File: src/rtl/booth_mul_scheduler.sv
// Round-robin scheduler in front of a shared sequential radix-2 Booth signed multiplier.
// One job at a time: IDLE accepts an operand pair, RUN does W Booth steps, DONE holds the product.
module booth_mul_scheduler #(
  parameter int N_REQ = 4,
  parameter int W     = 8,
  parameter int IDW   = $clog2(N_REQ)
) (
  input  logic                 clk,
  input  logic                 rst,
  input  logic [N_REQ-1:0]     req_valid,
  output logic [N_REQ-1:0]     req_ready,
  input  logic [N_REQ*W-1:0]   req_m,
  input  logic [N_REQ*W-1:0]   req_q,
  output logic                 rsp_valid,
  input  logic                 rsp_ready,
  output logic [2*W-1:0]       rsp_product,
  output logic [IDW-1:0]       rsp_id,
  output logic                 busy
);

  localparam int CW = (W > 1) ? $clog2(W) : 1;

  localparam logic [1:0] IDLE = 2'd0;
  localparam logic [1:0] RUN  = 2'd1;
  localparam logic [1:0] DONE = 2'd2;

  logic [1:0]     state;
  logic [W:0]     a;
  logic [W:0]     m;
  logic [W-1:0]   q;
  logic           q_1;
  logic [CW-1:0]  cnt;
  logic [IDW-1:0] ptr;
  logic [IDW-1:0] id_r;

  logic           gnt_found;
  logic [IDW-1:0] gnt_idx;
  logic [IDW-1:0] ptr_next;
  logic [W-1:0]   sel_m;
  logic [W-1:0]   sel_q;
  logic [W:0]     a_sum;
  int             idx;

  // Winner is the first valid requester at or after the priority pointer, with wrap-around.
  always_comb begin
    // NOTE: every combinational output gets a default first so no path leaves it unassigned (no latch).
    gnt_found = 1'b0;
    gnt_idx   = ptr;
    idx       = 0;
    for (int k = 0; k < N_REQ; k++) begin
      idx = int'(ptr) + k;
      if (idx >= N_REQ) idx = idx - N_REQ;
      if (!gnt_found && req_valid[idx]) begin
        gnt_found = 1'b1;
        gnt_idx   = IDW'(idx);
      end
    end
  end

  assign ptr_next  = (gnt_idx == IDW'(N_REQ - 1)) ? '0 : gnt_idx + 1'b1;
  assign sel_m     = req_m[gnt_idx*W +: W];
  assign sel_q     = req_q[gnt_idx*W +: W];
  assign req_ready = (state == IDLE && gnt_found) ? (N_REQ'(1) << gnt_idx) : '0;

  always_comb begin
    a_sum = a;
    unique case ({q[0], q_1})
      2'b10:   a_sum = a - m;
      2'b01:   a_sum = a + m;
      default: a_sum = a;
    endcase
  end

  // NOTE: sequential state uses non-blocking assignments so every register samples pre-edge values.
  always_ff @(posedge clk) begin
    if (rst) begin
      state <= IDLE;
      a     <= '0;
      m     <= '0;
      q     <= '0;
      q_1   <= 1'b0;
      cnt   <= '0;
      ptr   <= '0;
      id_r  <= '0;
    end else begin
      unique case (state)
        IDLE: begin
          if (gnt_found) begin
            m     <= {sel_m[W-1], sel_m};
            q     <= sel_q;
            a     <= '0;
            q_1   <= 1'b0;
            cnt   <= '0;
            id_r  <= gnt_idx;
            ptr   <= ptr_next;
            state <= RUN;
          end
        end
        RUN: begin
          // Arithmetic right shift of {A,Q,Q_1}, replicating A's sign bit.
          {a, q, q_1} <= {a_sum[W], a_sum, q};
          cnt         <= cnt + 1'b1;
          if (cnt == CW'(W - 1)) state <= DONE;
        end
        DONE: begin
          if (rsp_ready) state <= IDLE;
        end
        default: state <= IDLE;
      endcase
    end
  end

  assign rsp_valid   = (state == DONE);
  assign busy        = (state != IDLE);
  assign rsp_product = {a[W-1:0], q};
  assign rsp_id      = id_r;

endmodule

File: config.mk
export PLATFORM = sky130hd
export DESIGN_NAME = booth_mul_scheduler
export DESIGN_NICKNAME = d
export VERILOG_FILES = /design/src/rtl/booth_mul_scheduler.sv
export SDC_FILE = /design/constraint.sdc
export NUM_CORES = 1
export LEC_CHECK = 0
export ABC_CLOCK_PERIOD_IN_PS = 6700
export CAP_MARGIN = 20
export CORE_MARGIN = 2
export CORE_UTILIZATION = 35
export DETAILED_ROUTE_END_ITERATION = 16
export HOLD_SLACK_MARGIN = 0.03
export PLACE_DENSITY = 0.74
export SLEW_MARGIN = 20
export SYNTH_ARGS = -nofsm -noshare
export SYNTH_HDL_FRONTEND = slang
export SYNTH_SLANG_ARGS = --single-unit
File: constraint.sdc
create_clock -name clk -period 6.7 [get_ports clk]
set_input_delay 1.005 -clock clk [delete_from_list [all_inputs] [get_ports clk]]
set_output_delay 1.005 -clock clk [all_outputs]
set_load 0.005 [all_outputs]
==> flow_summary.toml <==
[yosys]
syn_area_um2 = 2530
synth_fa_ha_area_share_pct = 8.70
synth_xor_area_share_pct = 3.81
synth-simple-area-share_pct = 30.2
syn_area_per_cell_um2 = 7.15
async_reset_ff_share_pct = 0
synth_compound_area_share_pct = 22.3
synth-seq-cells = 34
synth_edf_count = 0
synth_top_family_by_area = "simple AND/OR/NAND/NOR gates"
synthCells = 354
synth_mux_area_share_pct = 2.92
ys_seq_area_share_pct = 26.9
synth_nets = 442
synth_cell_type_count = 48
synth_warnings = 0
synth-main-ff-cell = "dfxtp_1"

[timing]
relSlewSlack_pct = 48.0
fin_crit_sh_pct = 68.3
hold_viol = 0
setup_tns_ps = 0
worst_clock_skew_ps = 5.38
fmax_ghz = 0.218
slew_viol_final = 0
setup_viol = 0
rsz0062_at_grt = "false"
whs_ps = 481
fin_crit_ps = 4580
tightest_slew_ps = 779

[detailed_routing]
viasPerCell = 5.26
drc_errors = 0
top_layer = "met4"
wirelength_met1_mm = 3.21
met3_length_um = 511
drt_pass1_iterations = 4
drt_wl_total_mm = 7.26
ant_nets = 0
dr_wl_met2_mm = 3.43
avgRoutedWirePerCell_um = 13.6
drtIter0Drc = 161
via_count = 2803

[placed_design]
placed_area_um2 = 3520
place_hpwl_mm = 5.57
gp_congestion = 0.800
port-buffer-count = 94

[cts]
clkTransAtPathRegs_ps = 80
clockBufferDepth = 2
hold_buffers = 0
htreeDepth = 2
cts_made_buffers = 5
ctsResizeCount = 0
cts.sinks = 34
cts_root_buf = "clkbuf_8"
post_cts_buffers = 0
cts_tree = "built"
clk_latency_ps = 290

[power_and_ir_drop]
power_w = 0.000892
power.density_nw_per_um2 = 244
p_leak_nw = 1.50
ir_drop_uv = 136

[die]
start_util_pct = 36.6
rows = 30
io_pins = 95
die_w_um = 89.0
die-area_um2 = 7920
die_h_um = 89.0
coreArea_um2 = 6910

[setup_path]
end_kind = "primary output"
critPathKind = "input pin to primary output"
cp.arrival_ps = 3570
startpoint_type = "input pin"
crit_fanout = 22
worstPathRequired_ps = 5690

[global_routing]
grt-ovfl-total = 0
grt_max_degree = 39
grtUsageTotal_pct = 19.1
grt_antenna_before_repair = 0
first_global_vias = 2645
grt_first_pass_wirelength_mm = 12.0

[finish]
area_delta_synth_final_pct = 44.6
drive_gt1_share_pct = 4.12
insertedDiodeCount = 0
finish.instance_area_um2 = 3660
layout_commonest_cell = "clkdlybuf4s50_1"
final_cell_mix = "clkdlybuf4s50_1 (94), nand2_1 (84), a21oi_1 (38), dfxtp_1 (34), nor2_1 (26)"
final_net_count = 524

[flow_run]
maxCapViolCount = 0

[hold_path]
hold_class = "register to register"

[status]
outcome = "finished, final reports clean"
## registers in the layout (all words and copies together), names as in the netlist
name    count
a           8
m           8
q           8
cnt         3
ptr         2
rsp_id      2
state       2
q_1         1
## synth_stat cells, drive strengths merged, types with 3 or more instances
library cell | n | area share (%)
nor2 | 26 | 3.9
o21ai | 17 | 3.4
a32o | 8 | 3.2
xnor2 | 4 | 1.4
ha | 16 | 7.9
a21oi | 38 | 7.5
nand3b | 6 | 1.8
and2 | 4 | 0.99
dfxtp | 34 | 27
nand3 | 15 | 3.2
a221o | 7 | 2.8
nand2b | 5 | 1.2
mux2i | 4 | 1.6
or3 | 4 | 0.99
buf | 8 | 1.6
clkbuf | 14 | 2.1
nand2 | 84 | 12
inv | 10 | 1.5
nor3 | 6 | 1.2
a31oi | 3 | 0.74
xor2 | 7 | 2.4
nor2b | 6 | 1.5
nor4 | 4 | 0.99
## report_power, final
| group | total (W) | internal, W | switching [W] |
|---|---|---|---|
| Sequential | 0.000259 | 0.000230 | 0.0000296 |
| Clock | 0.000229 | 0.000149 | 0.0000796 |
| Combinational | 0.000404 | 0.000200 | 0.000204 |
| Total | 0.000892 | 0.000579 | 0.000313 |
## path summary, 6_finish.rpt
kind	from	to	slack, ps	cells after the start
setup / recovery	req_valid[2]	req_ready[3]	2120	8
hold / removal	cnt[1]	cnt[1]	480	2
hold reg to reg	cnt[1]	cnt[1]	480	2
setup reg to reg	q[0]	a[7]	3820	10
## metrics by stage
step	utilization (%)	instances	worst slack (ps)
6_report	53.0	533	2120
5_1_grt	53.0	533	1950
4_1_cts	53.0	533	2140
3_5_place_dp	51.0	525	2150
3_3_place_gp	51.0	525	2240
2_1_floorplan	-	354	3530
## layout make-up
class | instances | area (µm²)
Fill cell | 688 | 3250
Clock buffer | 5 | 68.8
Clock inverter | 3 | 68.8
Multi-Input combinational cell | 288 | 1720
Tap cell | 96 | 120
Timing Repair Buffer | 97 | 963
Inverter | 10 | 37.5
Sequential cell | 34 | 681
## cells by family (layout without fill, tap and decap cells)
| family | count (synthesis) | in the layout |
|---|---|---|
| xor gates and xnor gates | 11 | 11 |
| buffers and inverters | 32 | 115 |
| AOI/OAI and AO/OA | 87 | 87 |
| and+or+nand+nor | 167 | 167 |
| DFF | 34 | 34 |
| adders and majority gates | 17 | 17 |
| muxes | 6 | 6 |
## per-layer routing
layer  vias to the layer above  global-route usage, %
met5                         -                      0
met4                         0                   5.56
met3                        11                   4.34
met2                       100                   32.4
met1                      1289                   24.4
li1                       1403                      -
## critical path: stages
cell,delay [ps]
clkdlybuf4s50_1,460
nor2b_1,170
o21ai_0,180
o41a_1,690
inv_1,190
ha_1,270
and2_1,140
clkdlybuf4s50_1,450
(Power assumes the default switching activity.)
==> RTL edit, RTL diff (same settings) <==
Change the parameter `N_REQ` from 4 to 8.
--- a/src/rtl/booth_mul_scheduler.sv
+++ b/src/rtl/booth_mul_scheduler.sv
@@ -3,3 +3,3 @@
 module booth_mul_scheduler #(
-  parameter int N_REQ = 4,
+  parameter int N_REQ = 8,
   parameter int W     = 8,
Interface: changed (5 resized); port bits go from 95 to 168. No check against the original RTL was run, so the function may have changed too.
==> RTL edit against the original RTL <==
Wire length is 90% higher; via count grew 63%; count of clock-buffer cells in the layout is 1 higher; highest routed layer unchanged; critical path type is now reg2out; worst setup slack worse by 1400 ps; sequential cell count up 2; critical endpoint is now req_ready[2]; synthesized area grew 61%; global-route usage rose by 2.3 points; clock power grew 16%; largest power group unchanged; cell count is 53% higher; power increased to 3.1 times the old value; cell area is 63% higher; sequential power increased by 35%.
==> RTL edit: results <==
metrics = {
    "synthesis": {
        "yosysSeqAreaShare": 0.177,
        "synth.distinct_cells": 62,
        "synthCells": 530,
        "synth_common_cells": "nand2_1, mux2i_1, dfxtp_1, nand3_1, nor2_1",
    },
    "status": {
        "status": "completed",
    },
    "setup_path": {
        "path_max_fanout": 16,
        "cpPeakStageDelay_ps": 670,
        "cpMaxStageDelayCell": "ha_1",
        "arrival_ps": 5020,
        "cp_top_family": "simple AND/OR/NAND/NOR gates",
    },
    "placed_design": {
        "dpl.cell_count": 808,
        "place.gp.congestion": 0.857,
        "io_buffers": 167,
        "place_area_um2": 5780,
    },
    "power": {
        "combinationalPowerShare": 0.780,
        "vdd_ir_drop_max_v": 0.000355,
        "power_frac_seq": 0.125,
    },
    "layout": {
        "final_cells": 816,
        "fill_cells": 1081,
        "nNetsFinal": 832,
        "layout-drive-gt1-share": 0.0669,
    },
    "route": {
        "vias_per_cell": 5.61,
        "first_iter_violations": 288,
    },
    "global_route": {
        "first_global_vias": 4508,
        "grt_max_degree": 52,
    },
    "clock_tree": {
        "root_buffer": "clkbuf_16",
    },
}
RTL edit: changes by cell type after synthesis, sizes merged, moves of 10 or more:
cell	change
a211oi	+10
a21oi	-12
a31oi	+14
and3	+16
buf	+11
clkbuf	+10
mux2i	+42
nand2	-11
nand3	+21
nand4	+12
RTL edit: final timing paths:
path                                 from      endpoint  cells after the start  slack, ps
worst min register to register  rsp_id[1]     rsp_id[1]                      2        460
worst max register to register     ptr[1]          q[6]                     14       1470
worst min-delay path            rsp_id[1]     rsp_id[1]                      2        460
worst max-delay path               ptr[1]  req_ready[2]                     13        670
RTL edit: worst reg2reg max path, delay by kind of cell, from the launching register on:
family / cells / cell delay [ps]
flops: 1 / 630
compound gates: 2 / 560
mux: 4 / 1470
simple gates: 3 / 1020
fa+ha+maj: 1 / 670
buf+inv: 4 / 770
RTL edit: routing by layer:
layer	track usage	wire (um)
met1	0.267	5730
met2	0.376	6850
met3	0.0506	1040
met4	0.0486	199
met5	0	0
RTL edit: final cells by class:
class,count,share of cell area
Clock inverter,2,0.00589
Tap cell,143,0.0301
Sequential cell,36,0.121
Inverter,20,0.0139
Timing Repair Buffer,178,0.295
Multi-Input combinational cell,431,0.513
Clock buffer,6,0.0217
RTL edit: logic make-up (layout without fill, tap and decap cells):
group,Yosys count,count (layout),synth area share
AO/OA/AOI/OAI,118,118,0.204
XOR/XNOR,12,12,0.0259
adder cells (fa/ha/maj),21,21,0.0665
buffers and inverters,63,206,0.0748
flip-flops,36,36,0.177
multiplexers,63,63,0.186
AND/OR/NAND/NOR,217,217,0.265
